--- config.mk ---
export PLATFORM = sky130hd
export DESIGN_NAME = mem_access_stage_flat
export DESIGN_NICKNAME = d
export VERILOG_FILES = /design/src/rtl/mem_access_stage_pkg.sv /design/src/rtl/mem_access_stage_if.sv /design/src/rtl/mem_access_stage_ctrl.sv /design/src/rtl/register.sv /design/src/rtl/mem_access_stage.sv /design/src/flat_wrapper.sv
export SDC_FILE = /design/constraint.sdc
export NUM_CORES = 1
export LEC_CHECK = 0
export CORE_UTILIZATION = 40
export CTS_CLUSTER_DIAMETER = 50
export CTS_CLUSTER_SIZE = 25
export DETAILED_ROUTE_END_ITERATION = 8
export DONT_BUFFER_PORTS = 1
export PLACE_DENSITY = 0.57
export SETUP_SLACK_MARGIN = 0.02
export SKIP_LAST_GASP = 1
export SLEW_MARGIN = 25
export SYNTH_ARGS = -nofsm -noshare
export SYNTH_HDL_FRONTEND = slang
export SYNTH_SLANG_ARGS = --single-unit
--- constraint.sdc ---
create_clock -name clk -period 2.04 [get_ports clk]
set_clock_uncertainty 0.1 [all_clocks]
set_input_delay 0.51 -clock clk [delete_from_list [all_inputs] [get_ports clk]]
set_output_delay 0.51 -clock clk [all_outputs]
set_load 0.02 [all_outputs]
--- src/rtl/mem_access_stage_pkg.sv ---
// Shared LC-3b MEM-stage types: access FSM states and write byte-lane encodings.
package lc3b_types;

  localparam int LC3B_WIDTH = 16;

  typedef enum logic [1:0] {
    IDLE   = 2'd0,
    IND_RD = 2'd1,
    ACCESS = 2'd2,
    DONE   = 2'd3
  } lc3b_mem_state_t;

  localparam logic [1:0] BE_NONE = 2'b00;
  localparam logic [1:0] BE_WORD = 2'b11;
  localparam logic [1:0] BE_LO   = 2'b01;
  localparam logic [1:0] BE_HI   = 2'b10;

endpackage

--- src/rtl/mem_access_stage_if.sv ---
// Data-memory port between the MEM stage (master) and the data memory (slave).
interface mem_access_stage_if;
  import lc3b_types::*;

  logic [LC3B_WIDTH-1:0] dmem_address;
  logic                  dmem_read;
  logic                  dmem_write;
  logic [1:0]            dmem_byte_enable;
  logic [LC3B_WIDTH-1:0] dmem_wdata;
  logic [LC3B_WIDTH-1:0] dmem_rdata;
  logic                  dmem_resp;

  modport master (
    output dmem_address, dmem_read, dmem_write, dmem_byte_enable, dmem_wdata,
    input  dmem_rdata, dmem_resp
  );

  modport slave (
    input  dmem_address, dmem_read, dmem_write, dmem_byte_enable, dmem_wdata,
    output dmem_rdata, dmem_resp
  );
endinterface

--- src/rtl/mem_access_stage_ctrl.sv ---
// MEM-stage access FSM: sequences the pointer read and final access, holds in DONE until the pipe advances.
module mem_access_ctrl
  import lc3b_types::*;
(
  input  logic            clk,
  input  logic            reset,
  input  logic            mem_read_in,
  input  logic            mem_write_in,
  input  logic            indirect_in,
  input  logic            dmem_resp,
  input  logic            pipe_advance,
  output lc3b_mem_state_t state,
  output logic            dmem_read,
  output logic            dmem_write,
  output logic            mem_stall,
  output logic            ind_load,
  output logic            mdr_load,
  output logic            mar_load
);

  lc3b_mem_state_t state_reg;
  lc3b_mem_state_t state_next;
  logic            pending;

  assign pending = mem_read_in | mem_write_in;
  assign state   = state_reg;

  always_ff @(posedge clk) begin
    if (reset) begin
      state_reg <= IDLE;
    end else begin
      state_reg <= state_next;
    end
  end

  always_comb begin
    state_next = state_reg;
    dmem_read  = 1'b0;
    dmem_write = 1'b0;
    mem_stall  = 1'b0;
    ind_load   = 1'b0;
    mdr_load   = 1'b0;
    mar_load   = 1'b0;

    unique case (state_reg)
      IDLE: begin
        mem_stall = pending;
        if (pending) begin
          state_next = indirect_in ? IND_RD : ACCESS;
        end
      end
      IND_RD: begin
        dmem_read = 1'b1;
        mem_stall = 1'b1;
        if (dmem_resp) begin
          ind_load   = 1'b1;
          state_next = ACCESS;
        end
      end
      ACCESS: begin
        dmem_read  = mem_read_in;
        dmem_write = mem_write_in;
        mem_stall  = 1'b1;
        if (dmem_resp) begin
          mdr_load   = mem_read_in;
          mar_load   = 1'b1;
          state_next = DONE;
        end
      end
      DONE: begin
        // Holding here keeps a stalled-by-others instruction from issuing twice.
        if (pipe_advance) begin
          state_next = IDLE;
        end
      end
      default: state_next = IDLE;
    endcase

    if (reset) begin
      state_next = IDLE;
      dmem_read  = 1'b0;
      dmem_write = 1'b0;
      mem_stall  = 1'b0;
      ind_load   = 1'b0;
      mdr_load   = 1'b0;
      mar_load   = 1'b0;
    end
  end

endmodule

--- src/rtl/register.sv ---
// Generic loadable register with synchronous active-high clear.
module register #(
  parameter int WIDTH = 16
) (
  input  logic             clk,
  input  logic             reset,
  input  logic             load,
  input  logic [WIDTH-1:0] d,
  output logic [WIDTH-1:0] q
);

  always_ff @(posedge clk) begin
    if (reset) begin
      q <= '0;
    end else if (load) begin
      q <= d;
    end
  end

endmodule

--- src/rtl/mem_access_stage.sv ---
// LC-3b MEM stage: drives the data-memory port for loads/stores (incl. LDI/STI) and registers MDR/MAR lsb for WB.
module mem_access_stage
  import lc3b_types::*;
#(
  parameter int WIDTH = 16
) (
  input  logic               clk,
  input  logic               reset,
  input  logic               mem_read_in,
  input  logic               mem_write_in,
  input  logic               indirect_in,
  input  logic               byte_op_in,
  input  logic [WIDTH-1:0]   address_in,
  input  logic [WIDTH-1:0]   store_data_in,
  input  logic               pipe_advance,
  mem_access_stage_if.master dmem,
  output logic               mem_stall,
  output logic [WIDTH-1:0]   mdr_out,
  output logic               mar_lsb_out
);

  lc3b_mem_state_t  state;
  logic             ctrl_read;
  logic             ctrl_write;
  logic             ind_load;
  logic             mdr_load;
  logic             mar_load;
  logic [WIDTH-1:0] ind_addr;
  logic [WIDTH-1:0] eff_addr;
  logic [WIDTH-1:0] byte_wdata;

  mem_access_ctrl u_ctrl (
    .clk          (clk),
    .reset        (reset),
    .mem_read_in  (mem_read_in),
    .mem_write_in (mem_write_in),
    .indirect_in  (indirect_in),
    .dmem_resp    (dmem.dmem_resp),
    .pipe_advance (pipe_advance),
    .state        (state),
    .dmem_read    (ctrl_read),
    .dmem_write   (ctrl_write),
    .mem_stall    (mem_stall),
    .ind_load     (ind_load),
    .mdr_load     (mdr_load),
    .mar_load     (mar_load)
  );

  // Pointer fetched by the first access of LDI/STI.
  register #(.WIDTH(WIDTH)) u_ind_addr (
    .clk (clk), .reset (reset), .load (ind_load), .d (dmem.dmem_rdata), .q (ind_addr)
  );

  register #(.WIDTH(WIDTH)) u_mdr (
    .clk (clk), .reset (reset), .load (mdr_load), .d (dmem.dmem_rdata), .q (mdr_out)
  );

  register #(.WIDTH(1)) u_mar_lsb (
    .clk (clk), .reset (reset), .load (mar_load), .d (eff_addr[0]), .q (mar_lsb_out)
  );

  assign eff_addr = indirect_in ? ind_addr : address_in;

  // Stores of a byte put the same byte on both lanes; byte_enable picks the lane.
  for (genvar gi = 0; gi < WIDTH / 8; gi++) begin : g_byte_rep
    assign byte_wdata[gi*8 +: 8] = store_data_in[7:0];
  end

  assign dmem.dmem_read  = ctrl_read;
  assign dmem.dmem_write = ctrl_write;

  always_comb begin
    dmem.dmem_address     = {address_in[WIDTH-1:1], 1'b0};
    dmem.dmem_byte_enable = BE_NONE;
    dmem.dmem_wdata       = store_data_in;
    if (state == ACCESS && !reset) begin
      if (byte_op_in) begin
        dmem.dmem_address     = eff_addr;
        dmem.dmem_byte_enable = eff_addr[0] ? BE_HI : BE_LO;
        dmem.dmem_wdata       = byte_wdata;
      end else begin
        dmem.dmem_address     = {eff_addr[WIDTH-1:1], 1'b0};
        dmem.dmem_byte_enable = BE_WORD;
      end
    end
  end

endmodule

--- src/flat_wrapper.sv ---
// flat-port wrapper written by rule: the top's interface ports become plain ports
module mem_access_stage_flat import lc3b_types::*;
#(
  parameter int WIDTH = 16
)
  (clk, reset, mem_read_in, mem_write_in, indirect_in, byte_op_in, address_in, store_data_in, pipe_advance, mem_stall, mdr_out, mar_lsb_out, dmem_dmem_address, dmem_dmem_read, dmem_dmem_write, dmem_dmem_byte_enable, dmem_dmem_wdata, dmem_dmem_rdata, dmem_dmem_resp);
  mem_access_stage_if dmem_i ();
  input  logic clk;
  input  logic reset;
  input  logic mem_read_in;
  input  logic mem_write_in;
  input  logic indirect_in;
  input  logic byte_op_in;
  input  logic [WIDTH-1:0] address_in;
  input  logic [WIDTH-1:0] store_data_in;
  input  logic pipe_advance;
  output logic mem_stall;
  output logic [WIDTH-1:0] mdr_out;
  output logic mar_lsb_out;
  output wire logic [$bits(dmem_i.dmem_address)-1:0] dmem_dmem_address;
  output wire logic [$bits(dmem_i.dmem_read)-1:0] dmem_dmem_read;
  output wire logic [$bits(dmem_i.dmem_write)-1:0] dmem_dmem_write;
  output wire logic [$bits(dmem_i.dmem_byte_enable)-1:0] dmem_dmem_byte_enable;
  output wire logic [$bits(dmem_i.dmem_wdata)-1:0] dmem_dmem_wdata;
  input wire logic [$bits(dmem_i.dmem_rdata)-1:0] dmem_dmem_rdata;
  input wire logic [$bits(dmem_i.dmem_resp)-1:0] dmem_dmem_resp;
  assign dmem_dmem_address = dmem_i.dmem_address;
  assign dmem_dmem_read = dmem_i.dmem_read;
  assign dmem_dmem_write = dmem_i.dmem_write;
  assign dmem_dmem_byte_enable = dmem_i.dmem_byte_enable;
  assign dmem_dmem_wdata = dmem_i.dmem_wdata;
  assign dmem_i.dmem_rdata = dmem_dmem_rdata;
  assign dmem_i.dmem_resp = dmem_dmem_resp;
  mem_access_stage #(.WIDTH(WIDTH)) u_core (.clk(clk), .reset(reset), .mem_read_in(mem_read_in), .mem_write_in(mem_write_in), .indirect_in(indirect_in), .byte_op_in(byte_op_in), .address_in(address_in), .store_data_in(store_data_in), .pipe_advance(pipe_advance), .dmem(dmem_i), .mem_stall(mem_stall), .mdr_out(mdr_out), .mar_lsb_out(mar_lsb_out));
endmodule
==> summary.txt <==
Placement
  – Post-Place Setup Slack: between 0.05 and 0.06 ns
  – Placed cell areas: between 0.0015 and 0.002 sq mm
  – Dpl hpwl: between 2 and 3 mm
  – Placer's final routability congestion estimate: about 0.79
  – # placed instances: between 200 and 300
  – Port Buffer Count: 0

Setup path
  – Max incr delay on CP: around 0.35 ns
  – Startpoint Class: register
  – Critical Path AT: about 1.6 ns
  – CP top delay family: multiplexers
  – CP bufs+invs: 2
  – Worst Path Max Fanout: 8
  – Worst EP required: between 1 and 1.5 ns
  – CP Cell Sequence: inv_2, ha_4, nor2b_4, buf_6, nand2_8, mux2_4
  – Endpoint class of the critical path: output port
  – Setup CP Type: register to output port
  – WP depth: 6
  – Reg2Reg Depth: 6
  – Crit path max-delay cell type: mux2_4

Hold path
  – Worst min path class: input pin to register
  – Hold Path Stages: 1

Clock tree
  – Clock Latency Late Sink: 0.28 ns
  – Max clock buf depth: 2
  – Max H-tree Level: 2
  – Hold buffers post-CTS: 0
  – CTS tree: yes
  – Clk pin slew, worst setup/hold paths: roughly 0.07 ns
  – Root Driver: clkbuf_8
  – CTS buffer count: 5
  – Clock tree sinks: 35

Global routing
  – Busiest layer in global routing: met2
  – Total grt overflow: 0
  – Initial antenna violation count: 0
  – Met2 Use GR: 29.17%
  – GR Layer Usage met3: about 6.3%
  – First-pass GRT wire length: ~7 mm
  – Met1 Usage GRT: between 20% and 30%
  – Number of global-route vias before repair: 1380
  – Largest net degree at the start of global routing: 47
  – Gr usage total: a little under a fifth

Synthesis
  – Post-synthesis mux area share: between 10% and 20%
  – Complex-gate fraction of the synthesized area: 7.015%
  – Synth Instances: between 200 and 250
  – XOR/XNOR Fraction of Synth Area: 0%
  – Post-synthesis sequential area ratio: a little under two fifths
  – Post-synth ARST share: 0%
  – Simple-gate share of the synthesized area: between 20% and 30%
  – Cell taking the most area after synthesis: dfxtp_1
  – Largest family of logic cells by synthesized area: simple AND/OR/NAND/NOR gates
  – Top-count cell post-synth: nand2_1
  – Synth Area in Adders: approximately 4%
  – Net count after synthesis: 280
  – Synth Flop Type: dfxtp_1
  – List of most frequent post-synthesis cells: 65 x nand2_1, 35 x dfxtp_1, 22 x a21oi_1
  – Syn Area/Cell: just under 9 sq um
  – Number of synthesized register bits: 35
  – Post-synth EDFFs: 0
  – Synth top area share: between 30% and 40%
  – Synthesized cell area: roughly 0.0019 sq mm
  – Yosys warns: 0
  – Synth cell types: 29
  – Ranking of synthesized cells by area: dfxtp_1 37%, nand2_1 13%, mux2_4 7.9%, nand3b_1 6.8%, a21oi_1 5.8%

STA
  – Worst rel slew slack: a little under three fifths
  – Setup ws final: -0.1489 ns
  – Setup Viol. Count Final: 26
  – Fmax: 456.9 MHz
  – RSZ-0062 raised after global routing: true
  – Period utilization: 107.3%
  – Final setup TNS: -3.052 ns
  – Final hold vios: 0
  – Fin crit period: about 2.2 ns
  – Least-Margin Pin Slew: 0.6392 ns
  – Fin. max-slew vios: 0

Cells and area
  – Fin nets: around 280
  – Fin util: 49.18%
  – Share of cells above drive strength 1: about a quarter
  – Final Non-Filler Cells: 270
  – Post-route cell area: about 0.0022 sq mm
  – P&R area growth vs syn: 15.62%
  – Antenna diode count: 0

Detailed routing
  – Remaining antenna violation count: 0
  – Routed vias/inst: 5.444
  – WL final: roughly 4.5 mm
  – Drt wl/cell: approximately 17 um
  – Post-route DRC: 15
  – Via count: roughly 1.5k
  – Initial DRC count: 95
  – DRT Pass-1 Iters: 6

Floorplanning
  – CORE AREA: between 0.004 and 0.005 sq mm
  – Die X: just over 70 um
  – Die area: 0.005006 sq mm
  – Height of the die: around 70 um
  – Initial Util: around 43%
  – Site row count: 24
  – # IOs: 110

Run status
  – Violated checks: design-rule violations, negative setup slack
  – Status: complete, but fails checks

Power and ir drop
  – Leakage: 0.9528 nW
  – VDD IR max: 0.5051 mV
  – PwrDens: 951.8 mW/mm^2

Job
  – Max-cap violations: 0
## cells in the final DEF, fill, tap and decap left out, types with 2 or more instances in the layout
master and count:
a21oi_1 22, buf_4 9, buf_6 3, clkbuf_8 7, dfxtp_1 33, ha_1 3, ha_4 3, inv_1 2
mux2_4 23, mux2i_1 3, nand2_1 65, nand2_8 3, nand2b_1 3, nand3b_1 17, nor2_1 4
## metal layers
layer | up-vias | routed length (um)
met1 | 696 | 1923
met3 | 5 | 346
met4 | 0 | 40
met5 | - | 0
li1 | 716 | -
met2 | 53 | 2215
## power breakdown
part | switching, mW | total [mW] | leakage [nW] | internal (mW)
sequential | 0.0602 | 0.813 | 0.284 | 0.752
combinational | 0.377 | 0.725 | 0.617 | 0.348
clock | 0.235 | 0.543 | 0.0515 | 0.308
total | 0.672 | 2.08 | 0.953 | 1.41
## layout make-up
cell class,instances,area [sq um]
clock buffers,8,100.1
fillers,433,2258
inverters,4,18.77
multi-input cells,158,1175
flip-flops and latches,35,705.7
well taps,52,65.06
repair buffers,13,121.4
## kinds of logic (layout without fill, tap and decap cells)
family | Yosys count | after routing
AOI/OAI and AO/OA | 25 | 25
adders and majority gates | 6 | 6
buffers and inverters | 26 | 25
DFF | 35 | 35
muxes | 27 | 27
and+or+nand+nor | 99 | 100
## final timing paths
check                     startpoint                      end  slack, ns
max reg2reg   u_core.u_ctrl.state[0]        u_core.u_mdr.q[6]       0.30
max           u_core.u_ctrl.state[0]     dmem_dmem_address[5]      -0.15
min                            reset        u_core.u_mdr.q[4]       0.19
min reg2reg  u_core.u_ind_addr.q[11]  u_core.u_ind_addr.q[11]       0.37
## worst reg2reg max path: stages (launching register included)
cell     delay, ns
dfxtp_2       0.33
inv_2         0.07
ha_4          0.12
buf_4         0.13
and4b_1       0.62
nand2_1       0.17
a21oi_1       0.14
## through the flow
step	power [mW]	hold WS, ns
floorplan	1.308	0.3466
CTS	2.067	0.1832
global placement	1.367	0.3600
detailed placement	1.374	0.3606
global route	2.202	0.1738
finish	2.081	0.1938
## repair_timing
action | 4_1_cts | 5_1_grt
resized for setup | 29 | 5
setup buffers | 3 | 1
pin swaps | 5 | 2
cloned | 1 | 0
endpoints found under the setup margin | 26 | 27
No activity file was read; power rests on OpenSTA's default activity.
